## src/rtl/fp_add_scheduler_if.sv

```systemverilog
// Handshake bundle between two requesters and fp_add_scheduler.
// The per-requester subtract flags exist only when FPA_SCHED_SUB_EN is defined.
interface fp_add_scheduler_if #(
  parameter int WIDTH = 32
);
  logic             req0_valid;
  logic             req1_valid;
  logic [WIDTH-1:0] req0_a;
  logic [WIDTH-1:0] req0_b;
  logic [WIDTH-1:0] req1_a;
  logic [WIDTH-1:0] req1_b;
  logic             req0_ready;
  logic             req1_ready;
  logic             rsp0_valid;
  logic             rsp1_valid;
  logic             rsp0_ready;
  logic             rsp1_ready;
  logic [WIDTH-1:0] rsp_data;
  logic             rsp_cout;
`ifdef FPA_SCHED_SUB_EN
  logic             req0_sub;
  logic             req1_sub;

  modport master (
    output req0_valid, req1_valid, req0_a, req0_b, req1_a, req1_b,
           req0_sub, req1_sub, rsp0_ready, rsp1_ready,
    input  req0_ready, req1_ready, rsp0_valid, rsp1_valid, rsp_data, rsp_cout
  );
  modport slave (
    input  req0_valid, req1_valid, req0_a, req0_b, req1_a, req1_b,
           req0_sub, req1_sub, rsp0_ready, rsp1_ready,
    output req0_ready, req1_ready, rsp0_valid, rsp1_valid, rsp_data, rsp_cout
  );
`else
  modport master (
    output req0_valid, req1_valid, req0_a, req0_b, req1_a, req1_b,
           rsp0_ready, rsp1_ready,
    input  req0_ready, req1_ready, rsp0_valid, rsp1_valid, rsp_data, rsp_cout
  );
  modport slave (
    input  req0_valid, req1_valid, req0_a, req0_b, req1_a, req1_b,
           rsp0_ready, rsp1_ready,
    output req0_ready, req1_ready, rsp0_valid, rsp1_valid, rsp_data, rsp_cout
  );
`endif
endinterface

```

## src/rtl/fp_add_scheduler.sv

```systemverilog
// Round-robin scheduler sharing one fixed-latency floating adder between two requesters.
// Optional macro FPA_SCHED_SUB_EN adds per-request subtract (sign flip of operand b).
module fp_add_scheduler #(
  parameter int ADD_LAT = 2,
  parameter int WIDTH   = 32
) (
  input  logic              clk,
  input  logic              rst,
  fp_add_scheduler_if.slave bus,
  output logic [WIDTH-1:0]  fa_a,
  output logic [WIDTH-1:0]  fa_b,
  input  logic [WIDTH-1:0]  fa_out,
  input  logic              fa_cout
);

  localparam logic [1:0] IDLE     = 2'd0;
  localparam logic [1:0] BUSY     = 2'd1;
  localparam logic [1:0] RESP     = 2'd2;
  localparam logic [3:0] LAST_CNT = 4'(ADD_LAT - 1);

  logic [1:0]       state;
  logic [3:0]       busy_cnt;
  logic             rr_ptr;
  logic             gnt_id;
  logic [WIDTH-1:0] op_a;
  logic [WIDTH-1:0] op_b;
  logic [WIDTH-1:0] res_data;
  logic             res_cout;
  logic             grant0;
  logic             grant1;
  logic             rsp_take;

  // Grant decision: rr_ptr names the favoured requester when both are pending.
  always_comb begin
    grant0 = 1'b0;
    grant1 = 1'b0;
    if (!rst && state == IDLE) begin
      if (bus.req0_valid && bus.req1_valid) begin
        grant0 = !rr_ptr;
        grant1 = rr_ptr;
      end else begin
        grant0 = bus.req0_valid;
        grant1 = bus.req1_valid;
      end
    end else begin
      grant0 = 1'b0;
      grant1 = 1'b0;
    end
  end

  assign rsp_take       = gnt_id ? bus.rsp1_ready : bus.rsp0_ready;
  assign bus.req0_ready = grant0;
  assign bus.req1_ready = grant1;
  assign bus.rsp0_valid = (state == RESP) && !gnt_id;
  assign bus.rsp1_valid = (state == RESP) && gnt_id;
  assign bus.rsp_data   = res_data;
  assign bus.rsp_cout   = res_cout;
  assign fa_a           = op_a;

`ifdef FPA_SCHED_SUB_EN
  logic op_sub;
  assign fa_b = {op_b[WIDTH-1] ^ op_sub, op_b[WIDTH-2:0]};

  // Subtract flag captured with the operands of the granted requester.
  always_ff @(posedge clk) begin
    if (rst) begin
      op_sub <= 1'b0;
    end else if (grant0 || grant1) begin
      op_sub <= grant1 ? bus.req1_sub : bus.req0_sub;
    end
  end
`else
  assign fa_b = op_b;
`endif

  // Controller: accept in IDLE, wait out the adder latency, hold result until taken.
  always_ff @(posedge clk) begin
    if (rst) begin
      state    <= IDLE;
      busy_cnt <= 4'd0;
      rr_ptr   <= 1'b0;
      gnt_id   <= 1'b0;
      op_a     <= '0;
      op_b     <= '0;
      res_data <= '0;
      res_cout <= 1'b0;
    end else begin
      case (state)
        IDLE: begin
          if (grant0 || grant1) begin
            op_a     <= grant1 ? bus.req1_a : bus.req0_a;
            op_b     <= grant1 ? bus.req1_b : bus.req0_b;
            gnt_id   <= grant1;
            rr_ptr   <= grant0;
            busy_cnt <= 4'd0;
            state    <= BUSY;
          end
        end
        BUSY: begin
          if (busy_cnt == LAST_CNT) begin
            res_data <= fa_out;
            res_cout <= fa_cout;
            busy_cnt <= 4'd0;
            state    <= RESP;
          end else begin
            busy_cnt <= busy_cnt + 4'd1;
          end
        end
        RESP: begin
          if (rsp_take) begin
            state <= IDLE;
          end
        end
        default: state <= IDLE;
      endcase
    end
  end

endmodule

```

## src/flat_wrapper.sv

```systemverilog
// flat-port wrapper written by rule: the top's interface ports become plain ports
module fp_add_scheduler_flat 
#(
  parameter int ADD_LAT = 2,
  parameter int WIDTH   = 32
)
  (clk, rst, fa_a, fa_b, fa_out, fa_cout, bus_req0_valid, bus_req1_valid, bus_req0_a, bus_req0_b, bus_req1_a, bus_req1_b, bus_rsp0_ready, bus_rsp1_ready, bus_req0_ready, bus_req1_ready, bus_rsp0_valid, bus_rsp1_valid, bus_rsp_data, bus_rsp_cout);
  fp_add_scheduler_if #(.WIDTH(WIDTH)) bus_i ();
  input  logic clk;
  input  logic rst;
  output logic [WIDTH-1:0] fa_a;
  output logic [WIDTH-1:0] fa_b;
  input  logic [WIDTH-1:0] fa_out;
  input  logic fa_cout;
  input wire logic [$bits(bus_i.req0_valid)-1:0] bus_req0_valid;
  input wire logic [$bits(bus_i.req1_valid)-1:0] bus_req1_valid;
  input wire logic [$bits(bus_i.req0_a)-1:0] bus_req0_a;
  input wire logic [$bits(bus_i.req0_b)-1:0] bus_req0_b;
  input wire logic [$bits(bus_i.req1_a)-1:0] bus_req1_a;
  input wire logic [$bits(bus_i.req1_b)-1:0] bus_req1_b;
  input wire logic [$bits(bus_i.rsp0_ready)-1:0] bus_rsp0_ready;
  input wire logic [$bits(bus_i.rsp1_ready)-1:0] bus_rsp1_ready;
  output wire logic [$bits(bus_i.req0_ready)-1:0] bus_req0_ready;
  output wire logic [$bits(bus_i.req1_ready)-1:0] bus_req1_ready;
  output wire logic [$bits(bus_i.rsp0_valid)-1:0] bus_rsp0_valid;
  output wire logic [$bits(bus_i.rsp1_valid)-1:0] bus_rsp1_valid;
  output wire logic [$bits(bus_i.rsp_data)-1:0] bus_rsp_data;
  output wire logic [$bits(bus_i.rsp_cout)-1:0] bus_rsp_cout;
  assign bus_i.req0_valid = bus_req0_valid;
  assign bus_i.req1_valid = bus_req1_valid;
  assign bus_i.req0_a = bus_req0_a;
  assign bus_i.req0_b = bus_req0_b;
  assign bus_i.req1_a = bus_req1_a;
  assign bus_i.req1_b = bus_req1_b;
  assign bus_i.rsp0_ready = bus_rsp0_ready;
  assign bus_i.rsp1_ready = bus_rsp1_ready;
  assign bus_req0_ready = bus_i.req0_ready;
  assign bus_req1_ready = bus_i.req1_ready;
  assign bus_rsp0_valid = bus_i.rsp0_valid;
  assign bus_rsp1_valid = bus_i.rsp1_valid;
  assign bus_rsp_data = bus_i.rsp_data;
  assign bus_rsp_cout = bus_i.rsp_cout;
  fp_add_scheduler #(.ADD_LAT(ADD_LAT), .WIDTH(WIDTH)) u_core (.clk(clk), .rst(rst), .bus(bus_i), .fa_a(fa_a), .fa_b(fa_b), .fa_out(fa_out), .fa_cout(fa_cout));
endmodule
```

## config.mk

```make
export PLATFORM = sky130hd
export DESIGN_NAME = fp_add_scheduler_flat
export DESIGN_NICKNAME = d
export VERILOG_FILES = /design/src/rtl/fp_add_scheduler_if.sv /design/src/rtl/fp_add_scheduler.sv /design/src/flat_wrapper.sv
export SDC_FILE = /design/constraint.sdc
export NUM_CORES = 1
export LEC_CHECK = 0
export ABC_AREA = 1
export CAP_MARGIN = 10
export CORE_ASPECT_RATIO = 0.8
export CORE_MARGIN = 4
export CORE_UTILIZATION = 41
export DETAILED_ROUTE_END_ITERATION = 7
export PLACE_DENSITY = 0.95
export SYNTH_ARGS = -nofsm -noshare
export SYNTH_HDL_FRONTEND = slang
export SYNTH_SLANG_ARGS = --single-unit
```

## constraint.sdc

```tcl
create_clock -name clk -period 2.95 [get_ports clk]
set_input_delay 0.59 -clock clk [delete_from_list [all_inputs] [get_ports clk]]
set_output_delay 0.59 -clock clk [all_outputs]
set_load 0.05 [all_outputs]
```

[Word level (Yosys, flattened, before mapping)]
Index checks and enable logic that the tools add are counted.
Operators by class
  eq/ne operators: 6
  add/sub/neg operators: 1
  multiplexer cells: 14
  reduce and logical (&&, ||, !) cells: 14
Operator list (count)
  $mux 32: 2
  $mux 4: 2
  $pmux 4 s2: 1
  $mux 2: 3
  $pmux 2 s3: 1
  $reduce_and 2->1: 3
  $mux 1: 5
  $add 4x1->4 const B: 1
  $eq 4x1->1 const B: 1
  $logic_and 1x1->1: 4
  $ne 2x1->1 const B: 2
  $logic_not 1->1: 3
  $reduce_and 3->1: 1
  $eq 2x1->1 const B: 1
  $eq 2x2->1 const B: 1
  $logic_not 2->1: 1
  $ne 2x2->1 const B: 1
  $reduce_bool 2->1: 1
  $logic_or 1x1->1: 1
Storage, ports and cells
  word-level logic and storage cells: 43
  output and inout bits: 101
  register bits: 105
  bits of input ports: 167

[Depth between registers and ports, before layout]
  depth after elaboration: 6
  gate-level depth with buffers: 11
  gate-level depth less buffers: 9

[Worst setup path after synthesis]
No wires, ideal clock.
  path kind: input-to-output
  start: input bus_req1_valid
  end: output bus_req0_ready
  data arrival time: 1229 ps
  required time: 2360 ps
  buffers on the path: 0
  stages: 5
  setup slack: 1131 ps
  cells stage by stage: nand2_1 inv_1 nor2_1 nand2_2 inv_1
Between the ends
  cells in the longest elaborated chain, start to end: 3
RTL lines
  start: declaration: line flat_wrapper.sv:16  | input wire logic [$bits(bus_i.req1_valid)-1:0] bus_req1_valid;
  $logic_and 1x1->1: line fp_add_scheduler.sv:38  | if (bus.req0_valid && bus.req1_valid) begin
  $mux 1: line fp_add_scheduler.sv:38
  $mux 1: line fp_add_scheduler.sv:37  | if (!rst && state == IDLE) begin
  end: declaration: line flat_wrapper.sv:23  | output wire logic [$bits(bus_i.req0_ready)-1:0] bus_req0_ready;
No other way between the ends.

[Final worst setup path]
  start: input rst
  end: output bus_req1_ready
Between the ends
  cells in the longest elaborated chain, start to end: 3
RTL lines
  start: declaration: line flat_wrapper.sv:10  | input logic rst;
  $logic_not 1->1: line fp_add_scheduler.sv:37
  $logic_and 1x1->1: line fp_add_scheduler.sv:37
  $mux 1: line fp_add_scheduler.sv:37
  end: declaration: line flat_wrapper.sv:24  | output wire logic [$bits(bus_i.req1_ready)-1:0] bus_req1_ready;
No other way between the ends.

==> metrics.cfg <==
[global_route]
antenna_found_initial = 0
grt_max_degree = 41
grt_usage = 0.222
grt_first_pass_wirelength_mm = 23.6
grt_pass1_vias = 4764
overflow = 0

[sta]
worst_slack_ns = 0.503
rsz0062_at_grt = false
skew_ns = 0.00700
slew-limit-headroom = 0.610
hold_viol = 0
min_period_ns = 2.45
tightest_slew_ns = 0.584
setup_viol = 0
hold_ws_ns = 0.481
clock.fmax_mhz = 409
tns_ns = 0
drv_slew = 0
fin_crit_sh = 0.830

[worst_setup_path]
regToRegStartpoint = u_core.busy_cnt[0]
r2r_slack_ns = 1.20
critPathLaunch = rst
crit_chain = clkdlybuf4s50_1, nor2_4, nand2_4, inv_2, buf_12
critPathMaxStageDelay_ns = 0.54
cp_data_required_time_ns = 2.36
crit_fanout = 29
cp_slowest_cell = clkdlybuf4s50_1
crit_path_end_kind = output port
critPathBufInv = 3
worstSetupPathType = input port to output port
start_kind = input port
worstPathArrival_ns = 1.86
critical-path-top-delay-family = buffers and inverters

[route]
vias = 5139
drt_iter0_markers = 223
ant_nets = 0
drcViolationCount = 0
first_pass_iters = 5
drt_wl_total_mm = 15.3
via_per_inst = 4.71
wl_per_cell_microns = 14.0

[cells_and_area]
synthToLayoutAreaGrowth_pct = 65.4
utilization = 0.699
antenna_cells = 0
layout_common_cells = clkdlybuf4s50_1, nand2_1, nor2_1
finalNonFillerCells = 1090
fin_nets = 1110
layout-drive-gt1-share = 0.0444
final_common_cell = clkdlybuf4s50_1

[clocking]
clock_tree.buffer_depth = 2
cts_max_level = 3
cts-root-buf = clkbuf_16
cts_setup_buffers = 0
cts_resized = 0
clkSinkCount = 105
numCtsBuffers = 9
cts_tree = built
worstSkewPairLatency_ns = 0.33
clk_pin_slew_ns = 0.07
ctsHoldBuffers = 0

[yosys]
yosysWarnings = 0
ys_seq_area_frac = 0.455
syn_area_sq_um = 4620
synth_area_leaders = dfxtp_1, nand2_1, nor2_1
synth_top_area_share = 0.455
ys_types = 24
syn-instance-count = 696
synth_seq_cells = 105
avgSynthCellArea_sq_um = 6.64
yosysTopAreaCell = dfxtp_1
synth_fp_nets = 865

[power]
p_leak_nw = 3.34
cellPowerDensity_nw_per_um2 = 579
ir_worst_vdd_uv = 378

[die]
core_area_sq_um = 10900
die_x_microns = 127
die_area_sq_um = 13000
die_height_microns = 103
pin_count = 268
rows = 34
initial_core_util = 0.422

[run]
max_cap_viol_count = 0

[place]
pre_cts_slack_ns = 0.461
portBuffers = 267
dp.cells = 1074
dp_hpwl_mm = 11.5
routabilityCongestion = 0.808

[status]
status = complete, no violations

[min_path]
hold_class = flop to flop
hp-start = u_core.rr_ptr

## registers in the layout, indices dropped and copies added, names as in the netlist
signal,flops
u_core.bus.rsp_cout,1
u_core.bus.rsp_data,32
u_core.busy_cnt,4
u_core.fa_a,32
u_core.fa_b,32
u_core.gnt_id,1
u_core.rr_ptr,1
u_core.state,2
## worst min-delay path: stages, from the launching register on
cell and delay, ns:
dfxtp_1 0.32, nand3_1 0.08, nand2_1 0.05
## Yosys cell counts, drive strengths merged
master / count
ha: 2
dfxtp: 105
a21oi: 3
o31ai: 1
xor2: 1
nor2: 205
inv: 18
o21ai: 100
nand4: 1
nand3: 5
nand2: 209
or2: 2
buf: 28
clkbuf: 16
## final timing paths
check | end | cells after the start
max | bus_req1_ready | 5
min | u_core.rr_ptr | 2
max reg2reg | u_core.bus.rsp_data[2] | 6
min reg2reg | u_core.rr_ptr | 2
## routing by layer
layer / vias up / wire length [microns] / global-route usage
met4: 0 / 257 / 0.0660
met5: - / 0 / 0
met2: 181 / 7490 / 0.396
li1: 2644 / - / -
met3: 21 / 1290 / 0.0689
met1: 2293 / 6260 / 0.259
## kinds of logic (layout without fill, tap and decap cells)
kind of cell,Yosys count,in the layout,share of synthesized area
compound gates,104,104,0.113
fa+ha+maj,2,2,0.00542
xor+xnor,1,1,0.00190
flops,105,105,0.455
buf+inv,62,312,0.0702
simple gates,422,422,0.354
## layout make-up
type / count / area, sq um
Clock buffer: 12 / 246
Fill cell: 844 / 3290
Sequential cell: 105 / 2100
Inverter: 18 / 67.6
Tap cell: 144 / 180
Timing Repair Buffer: 278 / 2800
Multi-Input combinational cell: 529 / 2190
Clock inverter: 4 / 51.3
## report_power, final
part	internal, mW	switching [mW]	total [mW]
combinational	0.603	0.969	1.57
clock	0.684	0.517	1.20
sequential	1.57	0.0780	1.65
total	2.86	1.56	4.43
## per-stage QoR
step,power (mW),instance area [sq um]
4_1_cts,4.45,7640
3_3_place_gp,3.23,7340
5_1_grt,4.63,7640
3_5_place_dp,3.26,7340
6_report,4.43,7640
2_1_floorplan,2.63,4620
(Power assumes the default switching activity.)
